**src/rtl/dds_wave_generator_pkg.sv**
```systemverilog
`default_nettype none
// ----------------------------------------------------------------------------
// dds_wave_generator_pkg : waveform encodings and parameter helpers for the DDS
// Revision 1.0
// ----------------------------------------------------------------------------
package dds_wave_generator_pkg;

  localparam logic [2:0] WAVE_SQUARE   = 3'd0;
  localparam logic [2:0] WAVE_SAW_UP   = 3'd1;
  localparam logic [2:0] WAVE_SAW_DN   = 3'd2;
  localparam logic [2:0] WAVE_TRIANGLE = 3'd3;
  localparam logic [2:0] WAVE_SINE     = 3'd4;

  // Mid-scale threshold gives a 50% square after reset.
  function automatic int unsigned reset_duty(input int unsigned data_w);
    return 32'd1 << (data_w - 1);
  endfunction

  function automatic bit params_ok(input int acc_w, input int freq_w,
                                   input int addr_w, input int data_w);
    return (data_w > 0) && (freq_w > 0) && (freq_w <= acc_w) &&
           (addr_w >= data_w + 1) && (addr_w <= acc_w);
  endfunction

endpackage
`default_nettype wire

```
**src/rtl/dds_wave_generator_phase_acc.sv**
```systemverilog
`default_nettype none
// ----------------------------------------------------------------------------
// dds_phase_acc : phase accumulator with carry pulse and double-buffered settings
// Revision 1.0
// ----------------------------------------------------------------------------
module dds_phase_acc
  import dds_wave_generator_pkg::*;
#(
  parameter int ACC_W  = 16,
  parameter int FREQ_W = 16,
  parameter int ADDR_W = 10,
  parameter int DATA_W = 8
) (
  input  logic              clk_i,
  input  logic              rst_ni,
  input  logic              enb_i,
  input  logic              init_i,
  input  logic              load_i,
  input  logic [FREQ_W-1:0] freq_word_i,
  input  logic [2:0]        wave_sel_i,
  input  logic [DATA_W-1:0] duty_i,
  output logic [ADDR_W-1:0] phase_o,
  output logic              co_o,
  output logic              load_ack_o,
  output logic [2:0]        wave_o,
  output logic [DATA_W-1:0] duty_o
);

  localparam logic [DATA_W-1:0] DUTY_RST = DATA_W'(reset_duty(DATA_W));

  logic [ACC_W-1:0]  acc_q, acc_d;
  logic              co_q, co_d;
  logic              ack_q, ack_d;
  logic              pend_q, pend_d;
  logic [FREQ_W-1:0] act_freq_q, act_freq_d, pend_freq_q, pend_freq_d;
  logic [2:0]        act_wave_q, act_wave_d, pend_wave_q, pend_wave_d;
  logic [DATA_W-1:0] act_duty_q, act_duty_d, pend_duty_q, pend_duty_d;
  logic [ACC_W:0]    sum;
  logic              wrap;
  logic              apply;

  always_comb begin
    sum   = (ACC_W+1)'(acc_q) + (ACC_W+1)'(act_freq_q);
    wrap  = enb_i && !init_i && sum[ACC_W];
    apply = pend_q && (wrap || !enb_i || (act_freq_q == '0) || init_i);

    acc_d       = acc_q;
    co_d        = co_q;
    ack_d       = apply;
    pend_d      = pend_q;
    act_freq_d  = act_freq_q;
    act_wave_d  = act_wave_q;
    act_duty_d  = act_duty_q;
    pend_freq_d = pend_freq_q;
    pend_wave_d = pend_wave_q;
    pend_duty_d = pend_duty_q;

    if (init_i) begin
      acc_d = '0;
      co_d  = 1'b0;
    end else if (enb_i) begin
      acc_d = sum[ACC_W-1:0];
      co_d  = sum[ACC_W];
    end

    if (apply) begin
      act_freq_d = pend_freq_q;
      act_wave_d = pend_wave_q;
      act_duty_d = pend_duty_q;
      pend_d     = 1'b0;
    end
    // A LOAD coinciding with an apply becomes the next pending set.
    if (load_i) begin
      pend_freq_d = freq_word_i;
      pend_wave_d = wave_sel_i;
      pend_duty_d = duty_i;
      pend_d      = 1'b1;
    end
  end

  always_ff @(posedge clk_i or negedge rst_ni) begin
    if (!rst_ni) begin
      acc_q       <= '0;
      co_q        <= 1'b0;
      ack_q       <= 1'b0;
      pend_q      <= 1'b0;
      act_freq_q  <= '0;
      act_wave_q  <= WAVE_SQUARE;
      act_duty_q  <= DUTY_RST;
      pend_freq_q <= '0;
      pend_wave_q <= WAVE_SQUARE;
      pend_duty_q <= DUTY_RST;
    end else begin
      acc_q       <= acc_d;
      co_q        <= co_d;
      ack_q       <= ack_d;
      pend_q      <= pend_d;
      act_freq_q  <= act_freq_d;
      act_wave_q  <= act_wave_d;
      act_duty_q  <= act_duty_d;
      pend_freq_q <= pend_freq_d;
      pend_wave_q <= pend_wave_d;
      pend_duty_q <= pend_duty_d;
    end
  end

  // The carry flag freezes with the accumulator; gating keeps CO low while paused.
  assign co_o       = co_q && enb_i;
  assign load_ack_o = ack_q;
  assign phase_o    = acc_q[ACC_W-1 -: ADDR_W];
  assign wave_o     = act_wave_q;
  assign duty_o     = act_duty_q;

endmodule
`default_nettype wire

```
**src/rtl/dds_wave_generator.sv**
```systemverilog
`default_nettype none
// ----------------------------------------------------------------------------
// dds_wave_generator : DDS waveform generator with two-stage sample shaper
// Revision 1.0
// ----------------------------------------------------------------------------
module dds_wave_generator
  import dds_wave_generator_pkg::*;
#(
  parameter int ACC_W  = 16,
  parameter int FREQ_W = 16,
  parameter int ADDR_W = 10,
  parameter int DATA_W = 8
) (
  input  logic              CLK,
  input  logic              RST_N,
  input  logic              ENB,
  input  logic              INIT,
  input  logic [FREQ_W-1:0] FREQ_WORD,
  input  logic [2:0]        WAVE_SEL,
  input  logic [DATA_W-1:0] DUTY,
  input  logic              LOAD,
  output logic              LOAD_ACK,
  output logic [ADDR_W-1:0] ROM_ADDR,
  input  logic [DATA_W-1:0] ROM_DATA,
  output logic              CO,
  output logic [DATA_W-1:0] OUTPUTWAVE,
  output logic              VALID
);

  if (!params_ok(ACC_W, FREQ_W, ADDR_W, DATA_W)) begin : g_bad_params
    $error("dds_wave_generator: illegal width parameters");
  end

  logic [ADDR_W-1:0] phase;
  logic [2:0]        act_wave;
  logic [DATA_W-1:0] act_duty;

  dds_phase_acc #(
    .ACC_W (ACC_W),
    .FREQ_W(FREQ_W),
    .ADDR_W(ADDR_W),
    .DATA_W(DATA_W)
  ) u_phase_acc (
    .clk_i      (CLK),
    .rst_ni     (RST_N),
    .enb_i      (ENB),
    .init_i     (INIT),
    .load_i     (LOAD),
    .freq_word_i(FREQ_WORD),
    .wave_sel_i (WAVE_SEL),
    .duty_i     (DUTY),
    .phase_o    (phase),
    .co_o       (CO),
    .load_ack_o (LOAD_ACK),
    .wave_o     (act_wave),
    .duty_o     (act_duty)
  );

  // Only the top DATA_W+1 phase bits feed the shaper; ROM gets the full phase.
  logic [ADDR_W-1:0] rom_addr_q;
  logic [DATA_W:0]   ph1_q;
  logic [2:0]        wave1_q;
  logic [DATA_W-1:0] duty1_q;
  logic              vld1_q;
  logic [DATA_W-1:0] out_q;
  logic              vld2_q;

  logic [DATA_W-1:0] s_val;
  logic [DATA_W-1:0] t_val;
  logic [DATA_W-1:0] sample_d;

  always_comb begin
    s_val    = ph1_q[DATA_W -: DATA_W];
    t_val    = ph1_q[DATA_W-1:0];
    sample_d = '0;
    case (wave1_q)
      WAVE_SQUARE:   sample_d = (s_val < duty1_q) ? '1 : '0;
      WAVE_SAW_UP:   sample_d = s_val;
      WAVE_SAW_DN:   sample_d = ~s_val;
      WAVE_TRIANGLE: sample_d = ph1_q[DATA_W] ? ~t_val : t_val;
      WAVE_SINE:     sample_d = ROM_DATA;
      default:       sample_d = '0;
    endcase
  end

  always_ff @(posedge CLK or negedge RST_N) begin
    if (!RST_N) begin
      rom_addr_q <= '0;
      ph1_q      <= '0;
      wave1_q    <= WAVE_SQUARE;
      duty1_q    <= '0;
      vld1_q     <= 1'b0;
      out_q      <= '0;
      vld2_q     <= 1'b0;
    end else if (INIT) begin
      rom_addr_q <= '0;
      ph1_q      <= '0;
      wave1_q    <= WAVE_SQUARE;
      duty1_q    <= '0;
      vld1_q     <= 1'b0;
      out_q      <= '0;
      vld2_q     <= 1'b0;
    end else if (ENB) begin
      rom_addr_q <= phase;
      ph1_q      <= phase[ADDR_W-1 -: DATA_W+1];
      wave1_q    <= act_wave;
      duty1_q    <= act_duty;
      vld1_q     <= 1'b1;
      out_q      <= vld1_q ? sample_d : '0;
      vld2_q     <= vld1_q;
    end
  end

  assign ROM_ADDR   = rom_addr_q;
  assign OUTPUTWAVE = out_q;
  assign VALID      = vld2_q;

endmodule
`default_nettype wire

```
**config.mk**
```make
export PLATFORM = sky130hd
export DESIGN_NAME = dds_wave_generator
export DESIGN_NICKNAME = d
export VERILOG_FILES = /design/src/rtl/dds_wave_generator_pkg.sv /design/src/rtl/dds_wave_generator_phase_acc.sv /design/src/rtl/dds_wave_generator.sv
export SDC_FILE = /design/constraint.sdc
export NUM_CORES = 1
export LEC_CHECK = 0
export CAP_MARGIN = 20
export CELL_PAD_IN_SITES_DETAIL_PLACEMENT = 1
export CELL_PAD_IN_SITES_GLOBAL_PLACEMENT = 1
export CORE_ASPECT_RATIO = 1.4
export CORE_MARGIN = 4
export CORE_UTILIZATION = 45
export CTS_CLUSTER_SIZE = 28
export DETAILED_ROUTE_END_ITERATION = 6
export PLACE_DENSITY_LB_ADDON = 0.1
export RECOVER_POWER = 100
export REMOVE_ABC_BUFFERS = 1
export SYNTH_ARGS = -nofsm -noshare
export SYNTH_HDL_FRONTEND = slang
export SYNTH_SLANG_ARGS = --single-unit
```
**constraint.sdc**
```tcl
create_clock -name CLK -period 3.3 [get_ports CLK]
set_input_delay 0.66 -clock CLK [delete_from_list [all_inputs] [get_ports CLK]]
set_output_delay 0.66 -clock CLK [all_outputs]
set_load 0.02 [all_outputs]
```
# Word-level counts from Yosys, hierarchy flattened
# Cells that the tools add are included.
# W data, S select, Z words.
dict set report totals {
  register_bits 113
}
dict set report op_classes {
  n_lt_le_gt_ge 1
  mux 24
  bitwise_logic 2
  eq_ne 4
  n_reduce_logical 13
  add_sub_neg 1
}
# operator n
set ops {}
lappend ops {{$mux W8} 7}
lappend ops {{$pmux W8 S5} 1}
lappend ops {{$mux W16} 2}
lappend ops {{$mux W10} 2}
lappend ops {{$mux W9} 2}
lappend ops {{$add A16 B16 Y17} 1}
lappend ops {{$logic_not A16 Y1} 1}
lappend ops {{$not A8 Y8} 2}
lappend ops {{$lt A8 B8 Y1} 1}
lappend ops {{$mux W1} 8}
lappend ops {{$eq A3 B2 Y1 const B} 2}
lappend ops {{$mux W3} 2}
lappend ops {{$logic_and A1 B1 Y1} 4}
lappend ops {{$reduce_bool A2 Y1} 2}
lappend ops {{$eq A3 B1 Y1 const B} 1}
lappend ops {{$eq A3 B3 Y1 const B} 1}
lappend ops {{$logic_not A3 Y1} 1}
lappend ops {{$logic_or A1 B1 Y1} 3}
lappend ops {{$logic_not A1 Y1} 2}

# Longest topological paths before layout
# Gate-level depths: netlist of run 1.
dict set report depth {
  ltp_word 9
  ltp_mapped 10
  ltp_nobuf 9
}

# Modules after synthesis
# A second synthesis of run 1 with hierarchy kept.
dict set report hier_totals {
  hier_cells 467
  area_unflattened_um2 5422.7
}
# mod area_each_um2 instances seq_area_each_um2 cells_each
set by_module_without_submodules {}
lappend by_module_without_submodules {dds_phase_acc 3687.3 1 1829.3 295}
lappend by_module_without_submodules {dds_wave_generator 1735.4 1 775.7 172}

# Least setup slack after synthesis of run 1
# Ideal clock, no wire load.
dict set report synth_timing {
  path_type {reg-to-reg}
  start {register u_phase_acc.act_freq_q[0]}
  end {register u_phase_acc.act_freq_q[0]}
  required_time_ns 3.175
  synth_period_minus_slack_ns 2.482
  setup_ns 0.125
  path_slack_ns 0.818
  path_stages_with_launch 11
  t_arrival_ns 2.357
  cell_sequence {dfrtp_1 -> ha_1 -> inv_1 -> fa_1 -> nand2b_1 -> a21o_1 -> a21oi_2 -> o21ai_2 -> a31oi_4 -> buf_12 -> mux2_4}
}
dict set report synth_via {
  elab_chain_cells 6
  word_cells_on_any_way 7
  classes_between {1 x add/sub; 6 x reduce/logical}
}
# item line_no
set synth_rtl {}
lappend synth_rtl {{from (decl)} dds_wave_generator_phase_acc.sv:35} ;# logic [FREQ_W-1:0] act_freq_q, act_freq_d, pend_freq_q, pend_freq_d;
lappend synth_rtl {{from (signal assigned)} dds_wave_generator_phase_acc.sv:98} ;# act_freq_q <= act_freq_d;
lappend synth_rtl {{$add A16 B16 Y17} dds_wave_generator_phase_acc.sv:43} ;# sum = (ACC_W+1)'(acc_q) + (ACC_W+1)'(act_freq_q);
lappend synth_rtl {{$logic_and A1 B1 Y1} dds_wave_generator_phase_acc.sv:44} ;# wrap = enb_i && !init_i && sum[ACC_W];
lappend synth_rtl {{$logic_or A1 B1 Y1} dds_wave_generator_phase_acc.sv:45} ;# apply = pend_q && (wrap || !enb_i || (act_freq_q == '0) || init_i);
lappend synth_rtl {{$logic_or A1 B1 Y1 * (2 in series)} dds_wave_generator_phase_acc.sv:45}
lappend synth_rtl {{$logic_and A1 B1 Y1 *} dds_wave_generator_phase_acc.sv:45}
# Every way passes the cells marked *; elsewhere a longest branch is shown, timed or not.
# A chain may end at the register's enable or synchronous reset.

# Final worst setup path of run 1
dict set report layout_timing {
  start {register u_phase_acc.act_freq_q[0]}
  end {register u_phase_acc.act_freq_q[12]}
}
# The elaborated chain is that of the path after synthesis.

==> summary.md, run 1 <==
| Metric | Value |
|---|---|
| R2R cell count | `10` |
| Inserted Clock Buffers | `9` |
| CP max stage delay | `around 0.4 ns` |
| Pre-CTS setup slack | `0.631 ns` |
| Crit start category | `register` |
| Netlist cell types | `51` |
| Antenna diodes | `0` |
| Final hold violation count | `0` |
| Vias in the first global route | `~4,100` |
| Vias | `3,744` |
| FP Rows | `46` |
| Nets | `586` |
| RD Place Congestion | `0.825` |
| TritonCTS clock tree | `built` |
| Die ar. | `about 14,000 um2` |
| Critical path data arrival time | `3.09 ns` |
| Slowest CP cell | `clkbuf_2` |
| Synth area leaders | `dfrtp_1 48%, mux2_2 7.4%, mux2i_1 5.4%, ha_1 5.4%, mux2_4 5.4%` |
| Max_cap viols | `1` |
| Clk pwr share | `0.248` |
| Seq pwr share | `0.400` |
| Clk_lat worst skew | `~0.35 ns` |
| Compound-gate portion of the synthesized area | `0.110` |
| Measured slew at the worst slew-check pin | `1.63 ns` |
| Antenna Nets Post-Route | `0` |
| Simple-gate area share of the yosys netlist | `0.103` |
| Unrepaired setup endpoints after global routing | `false` |
| Hold Crit Depth | `1` |
| Clock buffer depth | `2` |
| Core box area | `~11,000 um2` |
| Initial core utilization | `0.465` |
| Hold WC Path Type | `register to register` |
| I/O Buffers | `60` |
| Initial DRC count | `130` |
| Syn_area_per_cell | `approximately 12 um2` |
| Worst-path cell chain | `ha_1 > inv_1 > fa_1 > nand2b_1 > a21o_1 > a21oi_1 > o21ai_0 > a31oi_4 > clkbuf_2 > mux2_4` |
| Hold Buf Count CTS | `0` |
| Post-synth EDFFs | `0` |
| Setup TNS | `0 ns` |
| Chip width | `between 90 and 100 um` |
| Slew headroom | `-0.0887` |
| Area growth syn-to-layout | `18.5%` |
| Switch share | `0.357` |
| Setup Crit Path Kind | `register to register` |
| Lkg Pwr | `slightly below 3 nW` |
| Cell area after synthesis | `5330 um2` |
| Post-cts sizing count | `0` |
| Sw power | `0.00162 W` |
| First-pass GRT wire length | `20,900 um` |
| Post-synthesis mux area share | `0.182` |
| Minimum clock period | `2.85 ns` |
| Area share of fa/ha/maj cells after synthesis | `0.0577` |
| Share of the synthesized area in the top cell type | `0.479` |
| #FFs+latches synth | `104` |
| Violated checks | `max-capacitance violations, max-slew violations` |
| Top-count cell post-synth | `dfrtp_1` |
| PD cells | `717 nW/um2` |
| Main combinational cell family by area after synthesis | `multiplexers` |
| Worst EP required | `3.54 ns` |
| GRT overflow | `0` |
| Final Worst Setup Slack | `0.445 ns` |
| Sink Count | `104` |
| Post-synthesis instance total | `462` |
| XOR/XNOR share of the synthesized area | `0.0263` |
| Residual DRC count | `0` |
| IO Count | `between 60 and 70` |
| Worst Setup End Kind | `register` |
| DR vias/cell | `5.58` |
| Crit-path leading delay family | `compound AO/OA/AOI/OAI gates` |
| Slew Viols, Final | `29` |
| Warnings, synthesis | `0` |
| Post-Route WL | `12,500 um` |
| Root Buffer Master | `clkbuf_16` |
| Crit share post-route | `0.865` |
| Pint | `about 0.0029 W` |
| Post-synth top cells | `102 x dfrtp_1, 46 x nor2_1, 35 x mux2_2` |
| Sequential-to-total area share from yosys stat | `0.489` |
| Drt pass-1 iters | `4` |
| Critical Path Stages | `10` |
| Status | `complete, but fails checks` |
| Initial antenna violation count | `0` |
| Dpl hpwl | `9060 um` |
| Average wire per standard cell | `18.6 um` |
| Clk_skew | `0.00887 ns` |
| Final setup fails | `0` |
| H-tree levels | `3` |
| Vert. Die Dim | `137 um` |
| CP max FO | `11` |
| WP buf/inv | `2` |
| Largest net degree at the start of global routing | `55` |
| Combinational power share | `0.352` |
| Share of synthesized registers carrying an async set or reset | `1.00` |
| Peak VDD IR | `0.382 mV` |
| Worst-path clk slew | `0.08 ns` |
| Yosys top cell by area | `dfrtp_1` |
| Layout cells sized above 1 | `0.142` |
| Global-route usage over all layers | `0.192` |
| Maximum achievable frequency | `350 MHz` |
| Post-CTS setup buffer count | `0` |
| Most used DFF post-synth | `dfrtp_1` |
==> cell usage in the layout (no fill, tap or decap), drive strengths merged, types with 3 or more instances in the layout <==
master,Yosys,routed
mux2i,29,29
xnor2,5,5
nand2,19,19
a21oi,16,16
clkdlybuf4s50,0,36
ha,23,23
o21ai,20,20
inv,16,19
nor3,5,5
xor2,11,11
buf,7,5
o2111ai,3,3
o21a,3,3
o211ai,5,5
nand2b,14,14
nor4,5,5
nor2,46,46
a21o,7,7
o221ai,7,7
mux2,54,54
a211oi,3,3
nand3,12,12
dlygate4sd3,0,22
dfrtp,102,102
clkbuf,13,15
a22oi,8,8
==> final timing paths <==
check / start / end / slack (ns)
hold reg to reg: u_phase_acc.duty_o[6] / u_phase_acc.duty_o[6] / 0.51
max in group asynchronous: RST_N / u_phase_acc.act_freq_q[11] / 0.78
setup / recovery: u_phase_acc.act_freq_q[0] / u_phase_acc.act_freq_q[12] / 0.45
hold / removal: u_phase_acc.duty_o[6] / u_phase_acc.duty_o[6] / 0.51
setup reg to reg: u_phase_acc.act_freq_q[0] / u_phase_acc.act_freq_q[12] / 0.45
min in group asynchronous: RST_N / u_phase_acc.pend_duty_q[6] / 0.59
==> metal layers <==
metal  global-route usage  share of wire
met1                0.231           0.42
met2                0.346           0.52
met3               0.0229          0.031
met4               0.0816          0.028
met5                    0              0
==> cell families (layout without fill, tap and decap cells) <==
kind of cell               count (synthesis)  in the layout
AOI/OAI and AO/OA                         83             83
buffers and inverters                     36            101
DFF                                      104            104
adders and majority gates                 24             24
muxes                                     83             83
and+or+nand+nor                          116            116
xor gates and xnor gates                  16             16
==> power groups by stage <==
stage,Combinational [W],Clock (W),Sequential [W]
floorplan,0.00116,0,0.00179
global placement,0.00157,0,0.00184
detailed placement,0.00164,0,0.00185
CTS,0.00166,0.00114,0.00182
global route,0.00178,0.00120,0.00186
finish,0.00159,0.00112,0.00181
==> flip-flops by register name, indices dropped and copies added (netlist names), 3 cells and up <==
| name | count |
|---|---|
| OUTPUTWAVE | 8 |
| ROM_ADDR | 9 |
| duty1_q | 8 |
| u_phase_acc.acc_q | 16 |
| u_phase_acc.act_freq_q | 16 |
| u_phase_acc.duty_o | 8 |
| u_phase_acc.pend_duty_q | 8 |
| u_phase_acc.pend_freq_q | 16 |
| u_phase_acc.pend_wave_q | 3 |
| u_phase_acc.wave_o | 3 |
| wave1_q | 3 |
==> metrics by stage <==
stage / cells / area [um2] / power (W) / util / hold slack (ns)
2_1_floorplan: 442 / 5220 / 0.00295 / - / 0.364
3_3_place_gp: 655 / 6070 / 0.00341 / 0.530 / 0.486
3_5_place_dp: 655 / 6070 / 0.00349 / 0.530 / 0.497
4_1_cts: 671 / 6380 / 0.00463 / 0.557 / 0.373
5_1_grt: 671 / 6320 / 0.00484 / 0.552 / 0.531
6_report: 671 / 6320 / 0.00453 / 0.552 / 0.507
==> area by class of cell <==
| type | count | area, um2 |
|---|---|---|
| timing repair buffer | 69 | 644 |
| inverter | 16 | 60.1 |
| clock buffer | 9 | 225 |
| fill | 1214 | 5130 |
| tap | 144 | 180 |
| sequential | 104 | 2610 |
| clock inverter | 7 | 87.6 |
| multi-input combinational | 322 | 2520 |
Note: power is estimated with default switching activity, not from simulation.
==> inputs of run 2 (changes only) <==
Settings changed: CORE_UTILIZATION 45 to 41, CTS_CLUSTER_SIZE 28 to 8.
Clock period 3.3 ns to 2.4 ns, I/O delays scaled along.
==> run 2 against run 1 <==
Net effect: the run ends with max-capacitance violations, max-slew violations, negative setup slack left; non-clock buffer count grew 25; sequential power grew 38%; wire length grew 8.2%; hold slack gained 0.0040 ns; global-route usage shrank 0.25 points; sequential share of layout area shrank 2.1 points; critical path depth grew 1; combinational power grew 55%; flip-flop and latch count is the same; core utilization shrank 3.2 points; largest power group unchanged.
==> summary.md, run 2 (same netlist as run 1, synthesis figures left out) <==
| Metric | Value |
|---|---|
| Unrepaired setup endpoints after global routing | `true` |
| Crit share post-route | `1.03 (+0.162)` |
| Worst-path clk slew | `0.07 ns (about the same)` |
| Minimum clock period | `2.46 ns (-0.390 ns)` |
| Clock buffer depth | `2 (unchanged)` |
| Initial antenna violation count | `0 (unchanged)` |
| H-tree levels | `3 (unchanged)` |
| Average wire per standard cell | `19.1 um (+3.0%)` |
| Worst Setup End Kind | `register` |
| Maximum achievable frequency | `406 MHz (+16%)` |
| R2R cell count | `11 (+1)` |
| CP max FO | `5 (-6)` |
| Crit path to | `u_phase_acc.duty_o[5]` |
| Hold Crit Start | `u_phase_acc.pend_duty_q[2]` |
| Largest net degree at the start of global routing | `43 (-22%)` |
| Most frequent cells in the layout | `102 x dfrtp_1, 46 x nor2_1, 35 x clkdlybuf4s50_1` |
| Flop-to-flop setup slack | `-0.06 ns (-0.51 ns)` |
| Peak VDD IR | `0.402 mV (+5.4%)` |
| Slew headroom | `-0.250 (-0.161)` |
| Residual DRC count | `0 (unchanged)` |
| CP max stage delay | `0.37 ns (-0.03 ns)` |
| Lkg Pwr | `3.15 nW (+7.9%)` |
| Final setup fails | `10 (+10)` |
| Dpl hpwl | `9720 um (+7.3%)` |
| Max_cap viols | `1 (unchanged)` |
| Nets | `611 (+4.3%)` |
| Critical Path Stages | `11 (+1)` |
| Layout cells sized above 1 | `0.205 (+0.0624)` |
| Multi-input gate area | `2600 um2 (+3.2%)` |
| FP Rows | `49 (+6.5%)` |
| Area growth syn-to-layout | `24.9%` |
| Worst EP required | `2.63 ns (-0.91 ns)` |
| Hold WC Path Type | `register to register` |
| Final Worst Setup Slack | `-0.0645 ns (-0.510 ns)` |
| Hold Buf Count CTS | `0 (unchanged)` |
| Inserted Clock Buffers | `9 (unchanged)` |
| Antenna Nets Post-Route | `0 (unchanged)` |
| Chip width | `104 um (+4.4%)` |
| Antenna diodes | `0 (unchanged)` |
| Final hold violation count | `0 (unchanged)` |
| TritonCTS clock tree | `built` |
| DR vias/cell | `5.46 (-2.2%)` |
| I/O Buffers | `60 (unchanged)` |
| Initial DRC count | `135 (+3.8%)` |
| Vias | `3,849 (+2.8%)` |
| Vias in the first global route | `4,286 (+5.0%)` |
| Clk_skew | `0.00825 ns (-0.000611 ns)` |
| Biggest regs | `u_phase_acc.acc_q: 16 flops, u_phase_acc.act_freq_q: 16 flops, u_phase_acc.pend_freq_q: 16 flops` |
| Global-route usage over all layers | `0.190 (-0.00246)` |
| PD cells | `991 nW/um2 (+38%)` |
| Clk_lat worst skew | `0.35 ns (about the same)` |
| Post-place instance area | `6240 um2 (+2.7%)` |
| Most common cell after layout, fill and taps aside | `dfrtp_1` |
| Sink Count | `104 (unchanged)` |
| Drt pass-1 iters | `4 (unchanged)` |
| WP buf/inv | `3 (+1)` |
| Violated checks | `max-capacitance violations, max-slew violations, negative setup slack` |
| Worst-path cell chain | `ha_2 > inv_2 > fa_2 > nand2b_4 > a21o_1 > a21oi_2 > o21ai_2 > a31oi_4 > buf_6 > buf_12 > mux2_4` |
| Core box area | `12,800 um2 (+12%)` |
| GRT overflow | `0 (unchanged)` |
| Initial core utilization | `0.416 (-0.0494)` |
| Fillers | `1,358 (+12%)` |
| Fin area | `6660 um2 (+5.4%)` |
| Slowest CP cell | `dfrtp_1` |
| Vert. Die Dim | `143 um (+4.5%)` |
| Reg area | `2610 um2 (unchanged)` |
| Root Buffer Master | `clkbuf_16` |
| Setup Crit Path Kind | `register to register` |
| Crit start category | `register` |
| First-pass GRT wire length | `22,300 um (+7.1%)` |
| Die ar. | `14,900 um2 (+9.1%)` |
| Crit path launch | `u_phase_acc.acc_q[0]` |
| Measured slew at the worst slew-check pin | `1.88 ns (+0.242 ns)` |
| Critical R2R Launch | `u_phase_acc.acc_q[0]` |
| Pwr Total | `0.00660 W (+46%)` |
| Critical path data arrival time | `2.69 ns (-0.40 ns)` |
| RR Endpoint | `u_phase_acc.duty_o[5]` |
| IO Count | `61 (unchanged)` |
| Slew Viols, Final | `31 (+6.9%)` |
| Status | `complete, but fails checks` |
| Crit-path leading delay family | `compound AO/OA/AOI/OAI gates` |
| Post-Route WL | `13,500 um (+8.2%)` |
| RD Place Congestion | `0.843 (+2.1%)` |
run 2: metrics by stage:
stage | utilization | TNS (ns) | setup WS (ns) | cells | hold WS [ns]
after CTS | 0.523 | -0.586 | -0.0479 | 705 | 0.0938
after global placement | 0.487 | -0.113 | -0.0150 | 683 | 0.449
after floorplan | - | -10.03 | -0.412 | 442 | 0.184
final | 0.520 | -0.418 | -0.0645 | 705 | 0.511
after detailed placement | 0.487 | -1.70 | -0.105 | 683 | 0.464
after global routing | 0.520 | -3.48 | -0.178 | 705 | 0.531
run 2: how the worst min path moves through the flow:
stage / endpoint / slack (ns) / cells after the start
floorplan: OUTPUTWAVE[0] / 0.18 / 0
finish: u_phase_acc.duty_o[2] / 0.51 / 1
CTS: u_phase_acc.pend_duty_q[6] / 0.09 / 1
global placement: u_phase_acc.pend_duty_q[6] / 0.45 / 1
detailed placement: u_phase_acc.pend_duty_q[6] / 0.46 / 1
global route: u_phase_acc.act_freq_q[9] / 0.53 / 1
run 2: timing repair:
action,4_1_cts,5_1_grt
pin swaps,0,1
resized for setup,16,0
setup endpoints to repair,28,28
cloned,2,0
setup buffers,4,1
run 2: worst register-to-register path: cells and delay by family (launching register included):
kind            cells  cell delay, ns
flops               1            0.37
fa+ha+maj           2            0.53
mux                 1            0.31
compound gates      4            0.64
buf+inv             3            0.34
simple gates        1            0.15
run 2: power breakdown:
group | switching [W] | internal [W] | total, W
logic | 0.00124 | 0.00123 | 0.00247
clock network | 0.000684 | 0.000956 | 0.00164
registers | 0.000353 | 0.00214 | 0.00249
total | 0.00227 | 0.00432 | 0.00660
run 2: metal layers:
| layer | wire (um) | up-vias | track usage |
|---|---|---|---|
| met1 | 5470 | 1954 | 0.215 |
| met5 | 0 | - | 0 |
| met3 | 354 | 15 | 0.0317 |
| li1 | - | 1827 | - |
| met2 | 7400 | 53 | 0.362 |
| met4 | 250 | 0 | 0.0623 |
run 2: final cells by class:
cell class,instances,area share
timing repair buffer,94,0.132
sequential,104,0.391
inverter,16,0.00902
tap,153,0.0287
multi-input combinational,322,0.390
clock inverter,5,0.0130
clock buffer,11,0.0365
==> inputs of run 3 (changes only) <==
Settings changed: RECOVER_POWER 100 to 50.
==> run 3 against run 2 <==
Net effect: the run still ends with max-capacitance violations, max-slew violations, negative setup slack left; die area is the same; register-to-register slack is essentially flat; combinational power is essentially flat; flip-flop and latch count is the same; design area grew 0.23%; clock skew is essentially flat; global-route usage is the same; non-clock buffer count is the same; count of clock-buffer cells in the layout is the same; first-iteration DRC count shrank 5.2%; largest cell class unchanged; largest power group unchanged.
==> summary.md, run 3 (same netlist as run 1, synthesis figures left out) <==
| Metric | Value |
|---|---|
| Vias | `3,862 (+0.34%)` |
| Post-Route WL | `13,500 um (about the same)` |
| Final hold violation count | `0 (unchanged)` |
| Sink Count | `104 (unchanged)` |
| Clk_lat worst skew | `0.35 ns (about the same)` |
| Violated checks | `max-capacitance violations, max-slew violations, negative setup slack` |
| Final setup fails | `17 (+7)` |
| Chip width | `104 um (unchanged)` |
| DR vias/cell | `5.48 (+0.34%)` |
| CP max FO | `5 (unchanged)` |
| Antenna diodes | `0 (unchanged)` |
| Dpl hpwl | `9720 um (unchanged)` |
| Hold Crit Start | `u_phase_acc.pend_duty_q[2]` |
| Inserted Clock Buffers | `9 (unchanged)` |
| Worst Setup End Kind | `register` |
| R2R cell count | `11 (unchanged)` |
| Slew headroom | `-0.244 (+0.00560)` |
| Maximum achievable frequency | `405 MHz (-0.28%)` |
| Peak VDD IR | `0.400 mV (-0.47%)` |
| First-pass GRT wire length | `22,300 um (unchanged)` |
| H-tree levels | `3 (unchanged)` |
| Crit share post-route | `1.03 (+0.00291)` |
| Average wire per standard cell | `19.1 um (about the same)` |
| Global-route usage over all layers | `0.190 (unchanged)` |
| I/O Buffers | `60 (unchanged)` |
| Slew Viols, Final | `31 (unchanged)` |
| Measured slew at the worst slew-check pin | `1.87 ns (-0.00839 ns)` |
| Initial core utilization | `0.416 (unchanged)` |
| Pwr Total | `0.00662 W (+0.39%)` |
| Post-place instance area | `6240 um2 (unchanged)` |
| Biggest regs | `u_phase_acc.acc_q: 16 flops, u_phase_acc.act_freq_q: 16 flops, u_phase_acc.pend_freq_q: 16 flops` |
| Antenna Nets Post-Route | `0 (unchanged)` |
| Lkg Pwr | `3.10 nW (-1.7%)` |
| Root Buffer Master | `clkbuf_16` |
| Final Worst Setup Slack | `-0.0715 ns (-0.00698 ns)` |
| Critical R2R Launch | `u_phase_acc.acc_q[0]` |
| Hold Crit Depth | `1 (unchanged)` |
| Clock buffer depth | `2 (unchanged)` |
| Initial antenna violation count | `0 (unchanged)` |
| Crit start category | `register` |
| FP Rows | `49 (unchanged)` |
| Max_cap viols | `1 (unchanged)` |
| GRT overflow | `0 (unchanged)` |
| Crit path launch | `u_phase_acc.acc_q[0]` |
| Nets | `611 (unchanged)` |
| Worst hold margin | `0.511 ns (+0.00000200 ns)` |
| Initial DRC count | `128 (-5.2%)` |
| Placed Cells | `683 (unchanged)` |
| Layout cells sized above 1 | `0.208 (+0.00362)` |
| TritonCTS clock tree | `built` |
| Drt pass-1 iters | `4 (unchanged)` |
| Vias in the first global route | `4,286 (unchanged)` |
| Worst-path clk slew | `0.07 ns (about the same)` |
| Most common cell after layout, fill and taps aside | `dfrtp_1` |
| Worst EP required | `2.63 ns (about the same)` |
| RD Place Congestion | `0.843 (unchanged)` |
| Finished Layout Cells | `705 (unchanged)` |
| Hold Buf Count CTS | `0 (unchanged)` |
| Minimum clock period | `2.47 ns (+0.00698 ns)` |
| Largest net degree at the start of global routing | `43 (unchanged)` |
| IO Count | `61 (unchanged)` |
| Critical path data arrival time | `2.70 ns (about the same)` |
| Clk_skew | `0.00836 ns (+0.000103 ns)` |
| Hold WC Path Type | `register to register` |
| Area growth syn-to-layout | `25.2%` |
| Unrepaired setup endpoints after global routing | `true` |
| PD cells | `992 nW/um2 (+0.16%)` |
| Fin area | `6670 um2 (+0.23%)` |
| Most frequent cells in the layout | `102 x dfrtp_1, 58 x clkdlybuf4s50_1, 46 x nor2_1` |
| Core box area | `12,800 um2 (unchanged)` |
| Status | `complete, but fails checks` |
| Residual DRC count | `0 (unchanged)` |
| Die ar. | `14,900 um2 (unchanged)` |
| Vert. Die Dim | `143 um (unchanged)` |
| Setup Crit Path Kind | `register to register` |
==> run 3: cell types whose count changed in the layout (fill, tap and decap cells not counted) <==
cell             delta
clkbuf_1            -2
clkbuf_2            -2
clkdlybuf4s50_1    +23
buf_4               +5
buf_2               -1
dlygate4sd3_1      -23
==> run 3: layout make-up <==
type,count,area (um2)
Fill cell,1354,6140
Sequential cell,104,2610
Multi-Input combinational cell,322,2600
Timing Repair Buffer,94,892
Clock buffer,11,243
Tap cell,153,191
Clock inverter,5,86.3
Inverter,16,60.1
==> run 3: critical path: stages, from the launching register on <==
cell	delay, ns
dfrtp_1	0.37
ha_2	0.20
inv_2	0.04
fa_2	0.33
nand2b_4	0.15
a21o_1	0.18
a21oi_2	0.19
o21ai_2	0.10
a31oi_4	0.18
buf_6	0.17
buf_12	0.13
mux2_4	0.31
==> run 3: layer usage <==
layer / routed length (um) / vias up / global-route usage
li1: - / 1829 / -
met1: 5440 / 1962 / 0.215
met2: 7420 / 56 / 0.362
met3: 364 / 15 / 0.0317
met4: 248 / 0 / 0.0623
met5: 0 / - / 0
==> run 3: power breakdown <==
part / internal [W] / switching, W / total, W / leakage [nW]
Combinational: 0.00125 / 0.00123 / 0.00249 / 1.64
Sequential: 0.00214 / 0.000356 / 0.00249 / 1.30
Clock: 0.000956 / 0.000684 / 0.00164 / 0.161
==> run 3: path summary, 6_finish.rpt <==
path / endpoint / slack, ns
setup / recovery: u_phase_acc.duty_o[5] / -0.07
hold reg to reg: u_phase_acc.duty_o[2] / 0.51
hold / removal: u_phase_acc.duty_o[2] / 0.51
min in group asynchronous: u_phase_acc.pend_duty_q[6] / 0.63
setup reg to reg: u_phase_acc.duty_o[5] / -0.07
max in group asynchronous: u_phase_acc.pend_freq_q[11] / 0.40
==> run 3: through the flow <==
step                 util  TNS (ns)  worst slack, ns
finish              0.521    -0.513          -0.0715
global route        0.521     -3.47           -0.178
CTS                 0.523    -0.586          -0.0479
detailed placement  0.487     -1.70           -0.105
global placement    0.487    -0.113          -0.0150
floorplan               -    -10.03           -0.412
==> run 3: what timing repair did <==
action | in CTS | in global routing
gates resized for setup | 16 | 0
buffers inserted | 4 | 1
setup endpoints to repair | 28 | 28
pin swaps | 0 | 1
cloned | 2 | 0
